[src/rtl/layer4_pkg.sv]
// Shared definitions for the layer-4 block-0 weight sequencer: state encoding,
// per-layer default weight word counts and the datapath word width.
package layer4_pkg;

  localparam int DATA_WIDTH    = 32;
  localparam int W1_WORDS_DEF  = 131072;   // conv1: 256 in x 512 out x 1x1
  localparam int W2_WORDS_DEF  = 2359296;  // conv2: 512 x 512 x 3x3
  localparam int W3_WORDS_DEF  = 131072;   // conv3: 256 x 512 x 1x1
  localparam int CNT_WIDTH_DEF = 22;
  localparam int NUM_SEGS      = 3;

  localparam logic [2:0] ST_IDLE  = 3'd0;
  localparam logic [2:0] ST_LOAD1 = 3'd1;
  localparam logic [2:0] ST_LOAD2 = 3'd2;
  localparam logic [2:0] ST_LOAD3 = 3'd3;
  localparam logic [2:0] ST_READY = 3'd4;

  typedef enum logic [2:0] {
    IDLE  = ST_IDLE,
    LOAD1 = ST_LOAD1,
    LOAD2 = ST_LOAD2,
    LOAD3 = ST_LOAD3,
    READY = ST_READY
  } state_t;

  // Maps a weight lane index (0 = conv1) to the state that feeds it.
  function automatic state_t seg_state(input int idx);
    case (idx)
      0:       return LOAD1;
      1:       return LOAD2;
      default: return LOAD3;
    endcase
  endfunction

endpackage

[src/rtl/weight_seg_counter.sv]
// Word counter for one weight segment; flags the accepted word that completes
// the segment so the sequencer can move on without a bubble.
module weight_seg_counter #(
  parameter int CNT_WIDTH = 22
) (
  input  logic                 clk,
  input  logic                 reset,
  input  logic                 inc,
  input  logic                 clear,
  input  logic [CNT_WIDTH-1:0] term,
  output logic                 last
);

  logic [CNT_WIDTH-1:0] count_reg;

  assign last = inc & (count_reg == term - CNT_WIDTH'(1));

  // Clear wins over inc so the final word of a segment restarts the count at 0.
  always_ff @(posedge clk or negedge reset) begin
    if (!reset) begin
      count_reg <= '0;
    end else if (clear) begin
      count_reg <= '0;
    end else if (inc) begin
      count_reg <= count_reg + CNT_WIDTH'(1);
    end
  end

endmodule

[src/rtl/layer4_weight_sequencer.sv]
// Steers one weight word stream to the conv1/conv2/conv3 weight ports in order,
// then opens the pixel gate once all three weight sets are resident.
module layer4_weight_sequencer #(
  parameter int DATA_WIDTH = layer4_pkg::DATA_WIDTH,
  parameter int W1_WORDS   = layer4_pkg::W1_WORDS_DEF,
  parameter int W2_WORDS   = layer4_pkg::W2_WORDS_DEF,
  parameter int W3_WORDS   = layer4_pkg::W3_WORDS_DEF,
  parameter int CNT_WIDTH  = layer4_pkg::CNT_WIDTH_DEF
) (
  input  logic                  clk,
  input  logic                  reset,
  input  logic                  start,
  input  logic                  w_valid_in,
  input  logic [DATA_WIDTH-1:0] w_in,
  output logic                  w_ready_out,
  output logic                  valid_weight_out1,
  output logic [DATA_WIDTH-1:0] weight_out1,
  output logic                  valid_weight_out2,
  output logic [DATA_WIDTH-1:0] weight_out2,
  output logic                  valid_weight_out3,
  output logic [DATA_WIDTH-1:0] weight_out3,
  input  logic                  valid_in,
  input  logic [DATA_WIDTH-1:0] pxl_in,
  output logic                  valid_pxl_out,
  output logic [DATA_WIDTH-1:0] pxl_out,
  output logic                  busy,
  output logic                  done,
  output logic                  loaded
);

  import layer4_pkg::*;

  state_t               state_reg;
  state_t               state_next;
  logic                 load_active;
  logic                 accept;
  logic                 seg_clear;
  logic                 seg_last;
  logic [CNT_WIDTH-1:0] seg_term;
  logic [NUM_SEGS-1:0]  lane_sel;

  logic                  done_reg;
  logic                  loaded_reg;
  logic                  valid_pxl_reg;
  logic [DATA_WIDTH-1:0] pxl_reg;

  assign load_active = (state_reg == LOAD1) || (state_reg == LOAD2) || (state_reg == LOAD3);
  assign accept      = w_valid_in & load_active;

  always_ff @(posedge clk or negedge reset) begin
    if (!reset) begin
      state_reg <= IDLE;
    end else begin
      state_reg <= state_next;
    end
  end

  // start is only looked at in IDLE/READY, so a pulse mid-load has no effect.
  always_comb begin
    state_next = state_reg;
    seg_clear  = 1'b0;
    case (state_reg)
      IDLE: begin
        seg_clear = 1'b1;
        if (start) state_next = LOAD1;
      end
      LOAD1: begin
        if (seg_last) begin
          state_next = LOAD2;
          seg_clear  = 1'b1;
        end
      end
      LOAD2: begin
        if (seg_last) begin
          state_next = LOAD3;
          seg_clear  = 1'b1;
        end
      end
      LOAD3: begin
        if (seg_last) begin
          state_next = READY;
          seg_clear  = 1'b1;
        end
      end
      READY: begin
        if (start) begin
          state_next = LOAD1;
          seg_clear  = 1'b1;
        end
      end
      default: begin
        state_next = IDLE;
        seg_clear  = 1'b1;
      end
    endcase
  end

  // One shared counter; its terminal count follows the segment being loaded.
  always_comb begin
    seg_term = CNT_WIDTH'(W1_WORDS);
    case (state_reg)
      LOAD2:   seg_term = CNT_WIDTH'(W2_WORDS);
      LOAD3:   seg_term = CNT_WIDTH'(W3_WORDS);
      default: ;
    endcase
  end

  weight_seg_counter #(
    .CNT_WIDTH (CNT_WIDTH)
  ) u_seg_counter (
    .clk   (clk),
    .reset (reset),
    .inc   (accept),
    .clear (seg_clear),
    .term  (seg_term),
    .last  (seg_last)
  );

  genvar gi;
  generate
    for (gi = 0; gi < NUM_SEGS; gi++) begin : g_lane
      logic                  valid_reg;
      logic [DATA_WIDTH-1:0] data_reg;

      assign lane_sel[gi] = accept && (state_reg == seg_state(gi));

      // Unselected lanes keep their last word; only the valid drops.
      always_ff @(posedge clk or negedge reset) begin
        if (!reset) begin
          valid_reg <= 1'b0;
          data_reg  <= '0;
        end else begin
          valid_reg <= lane_sel[gi];
          if (lane_sel[gi]) data_reg <= w_in;
        end
      end
    end
  endgenerate

  always_ff @(posedge clk or negedge reset) begin
    if (!reset) begin
      done_reg      <= 1'b0;
      loaded_reg    <= 1'b0;
      valid_pxl_reg <= 1'b0;
      pxl_reg       <= '0;
    end else begin
      done_reg      <= lane_sel[NUM_SEGS-1] & seg_last;
      valid_pxl_reg <= valid_in & loaded_reg;
      pxl_reg       <= pxl_in;
      if (lane_sel[NUM_SEGS-1] && seg_last) begin
        loaded_reg <= 1'b1;
      end else if (start && !load_active) begin
        loaded_reg <= 1'b0;
      end
    end
  end

  assign w_ready_out       = load_active;
  assign busy              = load_active;
  assign valid_weight_out1 = g_lane[0].valid_reg;
  assign weight_out1       = g_lane[0].data_reg;
  assign valid_weight_out2 = g_lane[1].valid_reg;
  assign weight_out2       = g_lane[1].data_reg;
  assign valid_weight_out3 = g_lane[2].valid_reg;
  assign weight_out3       = g_lane[2].data_reg;
  assign done              = done_reg;
  assign loaded            = loaded_reg;
  assign valid_pxl_out     = valid_pxl_reg;
  assign pxl_out           = pxl_reg;

endmodule

[config.mk]
export PLATFORM = sky130hd
export DESIGN_NAME = layer4_weight_sequencer
export DESIGN_NICKNAME = d
export VERILOG_FILES = /design/src/rtl/layer4_pkg.sv /design/src/rtl/weight_seg_counter.sv /design/src/rtl/layer4_weight_sequencer.sv
export SDC_FILE = /design/constraint.sdc
export NUM_CORES = 1
export LEC_CHECK = 0
export CAP_MARGIN = 20
export CORE_MARGIN = 3
export CORE_UTILIZATION = 39
export CTS_CLUSTER_SIZE = 20
export DETAILED_ROUTE_END_ITERATION = 7
export HOLD_SLACK_MARGIN = 0.03
export PLACE_DENSITY = 0.79
export SYNTH_ARGS = -nofsm -noshare
export SYNTH_HDL_FRONTEND = slang
export SYNTH_SLANG_ARGS = --single-unit
[constraint.sdc]
create_clock -name clk -period 3 [get_ports clk]
set_clock_uncertainty 0.1 [all_clocks]
set_input_delay 0.6 -clock clk [delete_from_list [all_inputs] [get_ports clk]]
set_output_delay 0.6 -clock clk [all_outputs]
set_load 0.02 [all_outputs]
# ---- After elaboration in Yosys (flattened, before gate mapping)
# Cells that the tools add are included.
# W data, S select, Z words.
dict set report totals {
  register_bits 159
  inputBits 69
  output_inout_bits 136
  word_cells 54
}
dict set report op_classes {
  n_addsub 2
  n_eq_ne 9
  n_mux 13
  bitwise 4
  reduce_logical 14
}
# cell count
set op_table {}
lappend op_table {{$mux W22} 3}
lappend op_table {{$add A22 B1 Y22 const B} 1}
lappend op_table {{$eq A22 B22 Y1} 1}
lappend op_table {{$sub A22 B1 Y22 const B} 1}
lappend op_table {{$mux W3} 4}
lappend op_table {{$pmux W3 S4} 1}
lappend op_table {{$eq A3 B2 Y1 const B} 2}
lappend op_table {{$ne A2 B2 Y1 const B} 3}
lappend op_table {{$logic_and A1 B1 Y1} 5}
lappend op_table {{$and A1 B1 Y1} 4}
lappend op_table {{$mux W1} 4}
lappend op_table {{$reduce_and A4 Y1} 1}
lappend op_table {{$reduce_bool A2 Y1} 2}
lappend op_table {{$eq A3 B1 Y1 const B} 1}
lappend op_table {{$eq A3 B3 Y1 const B} 1}
lappend op_table {{$logic_not A3 Y1} 1}
lappend op_table {{$reduce_or A3 Y1} 1}
lappend op_table {{$logic_or A1 B1 Y1} 2}
lappend op_table {{$ne A2 B1 Y1 const B} 1}
lappend op_table {{$pmux W1 S2} 1}
lappend op_table {{$reduce_or A2 Y1} 1}
lappend op_table {{$logic_not A1 Y1} 1}

# ---- Logic depth before layout (Yosys ltp)
# Gate-level depths: netlist (run 1).
dict set report depth {
  depth_word 8
  ltp_mapped 8
  ltp_nobuf 6
}

# ---- Cells and area by module
# From an unflattened synthesis (run 1), not the netlist that was laid out.
dict set report unflattened {
  cells_unflattened 496
  area_unflattened_um2 6860.3
}
# module instances cells_per_inst area_each_um2 seq_area_each_um2
set modules_own_cells {}
lappend modules_own_cells {layer4_weight_sequencer 1 273 5033.6 3428.3}
lappend modules_own_cells {weight_seg_counter 1 223 1826.8 550.5}

# ---- Worst setup path before layout (run 1)
# Ideal clock, no wire load.
dict set report synth_timing {
  path_type {input-to-reg}
  from {input w_valid_in}
  to {register state_reg[1]}
  setup_ns 0.077
  t_arrival_ns 1.950
  t_required_ns 2.823
  setup_slack_ns 0.873
  path_stages 6
  n_path_buf 1
  path_cell_list {nand2b_4 > or4b_1 > buf_6 > nand4b_4 > or3_1 > a21oi_1}
}
dict set report synth_between {
  elab_chain_cells 4
  word_cells_on_any_way 6
  classes_between {eq/ne (3); bitwise (2); reduce/logical (1)}
}
# element line_no
set synth_lines {}
lappend synth_lines {{start: declaration} layer4_weight_sequencer.sv:13} ;# input logic w_valid_in,
lappend synth_lines {{$and A1 B1 Y1 (*)} layer4_weight_sequencer.sv:48} ;# assign accept = w_valid_in & load_active;
lappend synth_lines {{$and A1 B1 Y1 (*)} weight_seg_counter.sv:16} ;# assign last = inc & (count_reg == term - CNT_WIDTH'(1));
lappend synth_lines {{$ne A2 B2 Y1 (no source line)} n/a}
lappend synth_lines {{$reduce_and A4 Y1 (no source line) (*)} n/a}
lappend synth_lines {{end signal: assignment} layer4_weight_sequencer.sv:54} ;# state_reg <= state_next;
lappend synth_lines {{end: declaration} layer4_weight_sequencer.sv:33} ;# state_t state_reg;
# Mark *: on every way between the ends. The rest lies on a longest branch, timed or not.
# A chain may end at the register's enable or synchronous reset.

# ---- Final worst setup path (run 1)
dict set report layout_timing {
  from {register state_reg[1]}
  to {output busy}
}
dict set report layout_between {
  elab_chain_cells 3
  word_cells_on_any_way 5
  classes_between {eq/ne (3); reduce/logical (2)}
}
# element line_no
set layout_lines {}
lappend layout_lines {{$eq A3 B1 Y1 / $eq A3 B2 Y1 (equally long branches)} layer4_weight_sequencer.sv:47} ;# assign load_active = (state_reg == LOAD1) || (state_reg == LOAD2) || (state_reg == LOAD3);
lappend layout_lines {{$logic_or A1 B1 Y1} layer4_weight_sequencer.sv:47}
lappend layout_lines {{$logic_or A1 B1 Y1 (*)} layer4_weight_sequencer.sv:47}
lappend layout_lines {{end: declaration} layer4_weight_sequencer.sv:26} ;# output logic busy,
# Marks and branches as above.

==> metrics.cfg, run 1 <==
[outcome]
status = completed

[worst_setup_path]
path_cells = nor2_1 > nor2_1 > clkdlybuf4s50_1
required_ns = 2.30
criticalPathCategory = flop to output pin
critPathLaunchType = flop
slowest_delay_ns = 0.64
crit_top_cell = nor2_1
cp_max_fo = 7
cp-end-kind = output pin
crit_arrival_ns = 1.80
worst_path_max_delay_cell = clkdlybuf4s50_1
crit_start = state_reg[1]
r2r-start = state_reg[1]

[power]
p_per_area_nw_per_um2 = 591.6
ir_worst_vdd_mv = 0.3835
finalPower_uw = 5229
p_leak_uw = 0.004051

[global_route]
first_global_vias = 4538
grt_usage_pct = 18.49
grt_overflow = 0
grt_pass1_wl_um = 23830
antenna_found_initial = 1
grt_start_max_net_pins = 84

[floorplanning]
die_w_um = 128.9
rows = 44
fp.dieArea_sq_um = 16620
core_area_sq_um = 14640
die_h_um = 128.9
initial_core_util_pct = 40.23
io_pins = 205

[cts]
clk_latency_ns = 0.41
root_buffer = clkbuf_16
numCtsBuffers = 17
cts_tree = done
clock_path_buffers = 2
h-tree-depth = 4
cts_sinks = 159
clk_pin_slew_ns = 0.06

[yosys]
syn_inst = 458
yosys_warnings = 0
synth_edf_count = 0
synth.distinct_cells = 34
synth_seq_cells = 159
ys_async_sr_fraction_pct = 100.0
avgSynthCellArea_sq_um = 12.86
synth_seq_area_share_pct = 67.53
syn_area_sq_um = 5892
syn_nets = 528
synthFlopType = dfrtp_1

[sta]
holdWs_ns = 0.3759
fin_crit_ns = 2.501
setup_viol = 0
drv_slew = 0
fin_crit_sh_pct = 83.37
max_freq_mhz = 399.8
rsz0062_at_grt = false
worstMarginPinSlew_ns = 0.4420
max-slew-margin-rel_pct = 70.31
tns_ns = 0
hold_viol = 0

[route]
postRouteAntennaNets = 0
vias_per_cell = 4.869
drt-total-wl_um = 14900
drc = 0
avgRoutedWirePerCell_um = 17.09
drt_iter0_drc = 236
vias = 4246
dr.pass1.iters = 4

[worst_hold_path]
hp-class = flop to flop
min-delay-start = weight_out3[8]

[finish]
fin_util_pct = 60.36
area_delta_synth_final_pct = 50.03
layout_commonest_cell = clkdlybuf4s50_1
layout-drive-gt1-share_pct = 16.57
antenna_cells = 0
nets = 745
multi_input_area_sq_um = 1818
seqCellArea_sq_um = 3979
fin_cells = 872
fillers = 1141
final_cell_mix = 203 x clkdlybuf4s50_1, 159 x dfrtp_1, 110 x nand2_1, 64 x mux2_2, 29 x nor2_1

[place]
place_inst = 839
io_buffers = 204
dpl.hpwl_um = 10560
gp_congestion = 0.8226

[flow_run]
cap_violations = 0

final cells by class:
class	instances	share of cell area, %
Tap cell	184	2.604
Inverter	4	0.1699
Clock buffer	23	5.294
Sequential cell	159	45.01
Timing Repair Buffer	216	24.59
Multi-Input combinational cell	277	20.57
Clock inverter	9	1.769
worst max-delay path: cells and delay by family, from the launching register on:
family / cells / cell delay, ns
DFF: 1 / 0.46
buffers and inverters: 1 / 0.64
and+or+nand+nor: 2 / 0.29
cells in the mapped netlist (all sizes together) (3+ instances only):
library cell / n / share of area (%)
inv: 4 / 0.25
dfrtp: 159 / 68
mux2: 64 / 12
xnor2: 10 / 1.5
o21ai: 4 / 0.34
nand4: 8 / 0.85
a21oi: 3 / 0.25
nor3: 6 / 0.51
nand3: 8 / 0.68
nand2: 111 / 7.1
clkbuf: 12 / 0.76
nor2: 29 / 1.8
buf: 6 / 0.79
mux2i: 3 / 0.51
xor2: 10 / 1.5
nor4: 3 / 0.57
cell families after synthesis:
family	synth area share, %
buffers and inverters	1.805
XOR/XNOR	2.973
AND/OR/NAND/NOR	14.14
AO/OA/AOI/OAI	0.5945
adder cells (fa/ha/maj)	0.2123
flip-flops	67.53
multiplexers	12.74
worst paths after layout:
kind                            slack, ns                     endpoint  depth (start not counted)
worst max-delay path                 0.50                         busy                          3
worst min-delay path                 0.38               weight_out3[8]                          2
worst max register to register       0.68  u_seg_counter.count_reg[18]                          6
worst min register to register       0.38               weight_out3[8]                          2
max in group asynchronous            1.44              weight_out1[11]                          3
min in group asynchronous            0.58                  pxl_out[22]                          2
timing repair:
action	CTS	global route
resized for setup	0	0
hold buffers	1	0
buffers inserted	0	0
hold endpoints to repair	44	0
per-stage QoR:
step,area (sq um),setup slack [ns]
finish,8840,0.4989
global route,8840,0.3642
CTS,8840,0.4472
detailed placement,8205,0.2654
global placement,8205,0.3422
floorplan,5892,0.8729
per-layer routing:
metal | share of wire (%) | vias up | track usage (%)
met5 | 0.054 | - | 0
met4 | 1.9 | 2 | 6.856
met3 | 7.1 | 23 | 6.476
met2 | 51 | 133 | 30.55
met1 | 40 | 2137 | 22.45
li1 | - | 1951 | -
report_power, final:
group | switching, uW | internal (uW) | total [uW]
registers | 67.2 | 2260 | 2330
logic | 306 | 330 | 636
clock network | 827 | 1440 | 2270
total | 1200 | 4030 | 5230
(Power assumes the default switching activity.)
==> inputs of run 2 (changes only) <==
==> constraint.sdc (replaced) <==
create_clock -name clk -period 2.6 [get_ports clk]
set_clock_uncertainty 0.1 [all_clocks]
set_input_delay 0.52 -clock clk [delete_from_list [all_inputs] [get_ports clk]]
set_output_delay 0.52 -clock clk [all_outputs]
set_load 0.02 [all_outputs]
==> run 2 against run 1 <==
Against the previous run:
- non-clock buffer count up 2
- count of clock-buffer cells in the layout down 1
- critical path depth is the same
- hold slack lost 0.0050 ns
==> metrics.cfg, run 2 (same netlist as run 1, synthesis figures left out) <==
[worst_setup_path]
cp-end-kind = output pin
slowest_delay_ns = 0.56
required_ns = 1.98
cp_max_fo = 10
crit_arrival_ns = 1.80
criticalPathCategory = flop to output pin
worst_path_max_delay_cell = clkdlybuf4s50_1
worst-path-buf-inv = 1
cp_top_family = buffers and inverters
path_cells = nor2_4 > nor2_1 > clkdlybuf4s50_1
critPathLaunchType = flop

[sta]
drv_slew = 0
max_freq_mhz = 413.5
hold_viol = 0
fin_crit_ns = 2.418
fin_crit_sh_pct = 93.01
setup_viol = 0
max-slew-margin-rel_pct = 68.20
rsz0062_at_grt = false
worstMarginPinSlew_ns = 0.4770

[route]
postRouteAntennaNets = 0
drt-total-wl_um = 14630
dr.pass1.iters = 4
drt_iter0_drc = 154
vias = 4170
vias_per_cell = 4.777
drc = 0
avgRoutedWirePerCell_um = 16.75

[power]
p_leak_uw = 0.004030
comb_power_share_pct = 12.9
finalPower_uw = 5716
ir_worst_vdd_mv = 0.4128
p_per_area_nw_per_um2 = 648.9
pwr-share-clk_pct = 40.1
switching_share_pct = 24.20
power.switching_uw = 1383
seqPwrFrac_pct = 47.0
intPower_uw = 4333

[floorplanning]
io_pins = 205
fp.dieArea_sq_um = 16620
initial_core_util_pct = 40.23
rows = 44
die_h_um = 128.9
die_w_um = 128.9
core_area_sq_um = 14640

[finish]
fin_util_pct = 60.16
layout-drive-gt1-share_pct = 16.98
final_cell_mix = 202 x clkdlybuf4s50_1, 158 x dfrtp_1, 110 x nand2_1, 64 x mux2_2, 28 x nor2_1
area_delta_synth_final_pct = 49.52
nets = 747
antenna_cells = 0
layout_commonest_cell = clkdlybuf4s50_1

[outcome]
status = completed

[cts]
clk_latency_ns = 0.41
root_buffer = clkbuf_16
h-tree-depth = 4
numCtsBuffers = 17
post-cts-setup-buffers = 0
clk_pin_slew_ns = 0.06
clock_path_buffers = 2
cts_tree = done
cts_sinks = 159

[global_route]
antenna_found_initial = 1
grt_start_max_net_pins = 55
grt_usage_pct = 18.61
grt_pass1_wl_um = 24070
grt_overflow = 0
first_global_vias = 4641

[place]
dpl.hpwl_um = 10560
gp_congestion = 0.8197
io_buffers = 204

[worst_hold_path]
hp-class = flop to flop

[flow_run]
cap_violations = 0

run 2: changes by cell type in the layout (fill, tap and decap cells not counted), sizes merged:
cell / previous run / this run
clkbuf: 23 / 22
clkinv: 1 / 5
bufinv: 4 / 1
inv: 5 / 4
dlymetal6s2s: 0 / 1
buf: 12 / 14
clkdlybuf4s50: 203 / 202
run 2: path summary, 6_finish.rpt:
kind                           startpoint                     endpoint  depth (start not counted)  slack, ns
min reg2reg                weight_out3[8]               weight_out3[8]                          2       0.37
min in group asynchronous           reset                   pxl_out[9]                          2       0.51
max in group asynchronous           reset                 state_reg[1]                          3       1.13
max                          state_reg[1]                  w_ready_out                          3       0.18
min                        weight_out3[8]               weight_out3[8]                          2       0.37
max reg2reg                  state_reg[2]  u_seg_counter.count_reg[18]                          5       0.42
run 2: layout make-up:
class                      instances  area [sq um]
sequential                       159          3980
clock inverter                     9         88.84
multi-input combinational        277          1826
timing repair buffer             218          2216
inverter                           4         15.01
tap                              184         230.2
fill                            1159          5834
clock buffer                      22         454.2
run 2: through the flow:
step	hold WS [ns]	cells	setup WS [ns]	instance area (sq um)	TNS (ns)
global route	0.3961	873	0.05455	8810	0
detailed placement	0.3615	841	-0.04013	8245	-0.04013
finish	0.3709	873	0.1816	8810	0
CTS	0.3756	873	0.03853	8806	0
floorplan	0.1244	458	0.5019	5892	0
global placement	0.3584	841	0.03685	8245	0
run 2: tightest hold or removal path, delay by kind of cell (launching register included):
kind / cells / cell delay [ns]
flops: 1 / 0.34
simple gates: 2 / 0.10
run 2: what timing repair did:
item,CTS,global route
hold endpoints to repair,48,0
hold buffers,1,0
resized for setup,2,2
pin swaps,0,0
endpoints found under the setup margin,2,2
run 2: layer usage:
layer	track usage [%]	part of all wire, %	vias up
met5	0	0.082	-
met4	6.485	1.5	2
met3	6.725	7.0	18
met2	31.83	52	126
met1	21.66	39	2079
li1	-	-	1945
run 2: power by group through the flow:
stage          sequential [uW]  combinational [uW]  clock, uW
3_5_place_dp              2730                 743          0
5_1_grt                   2700                 795       2460
2_1_floorplan             2850                 173          0
6_report                  2690                 737       2290
3_3_place_gp              2720                 728          0
4_1_cts                   2690                 750       2340
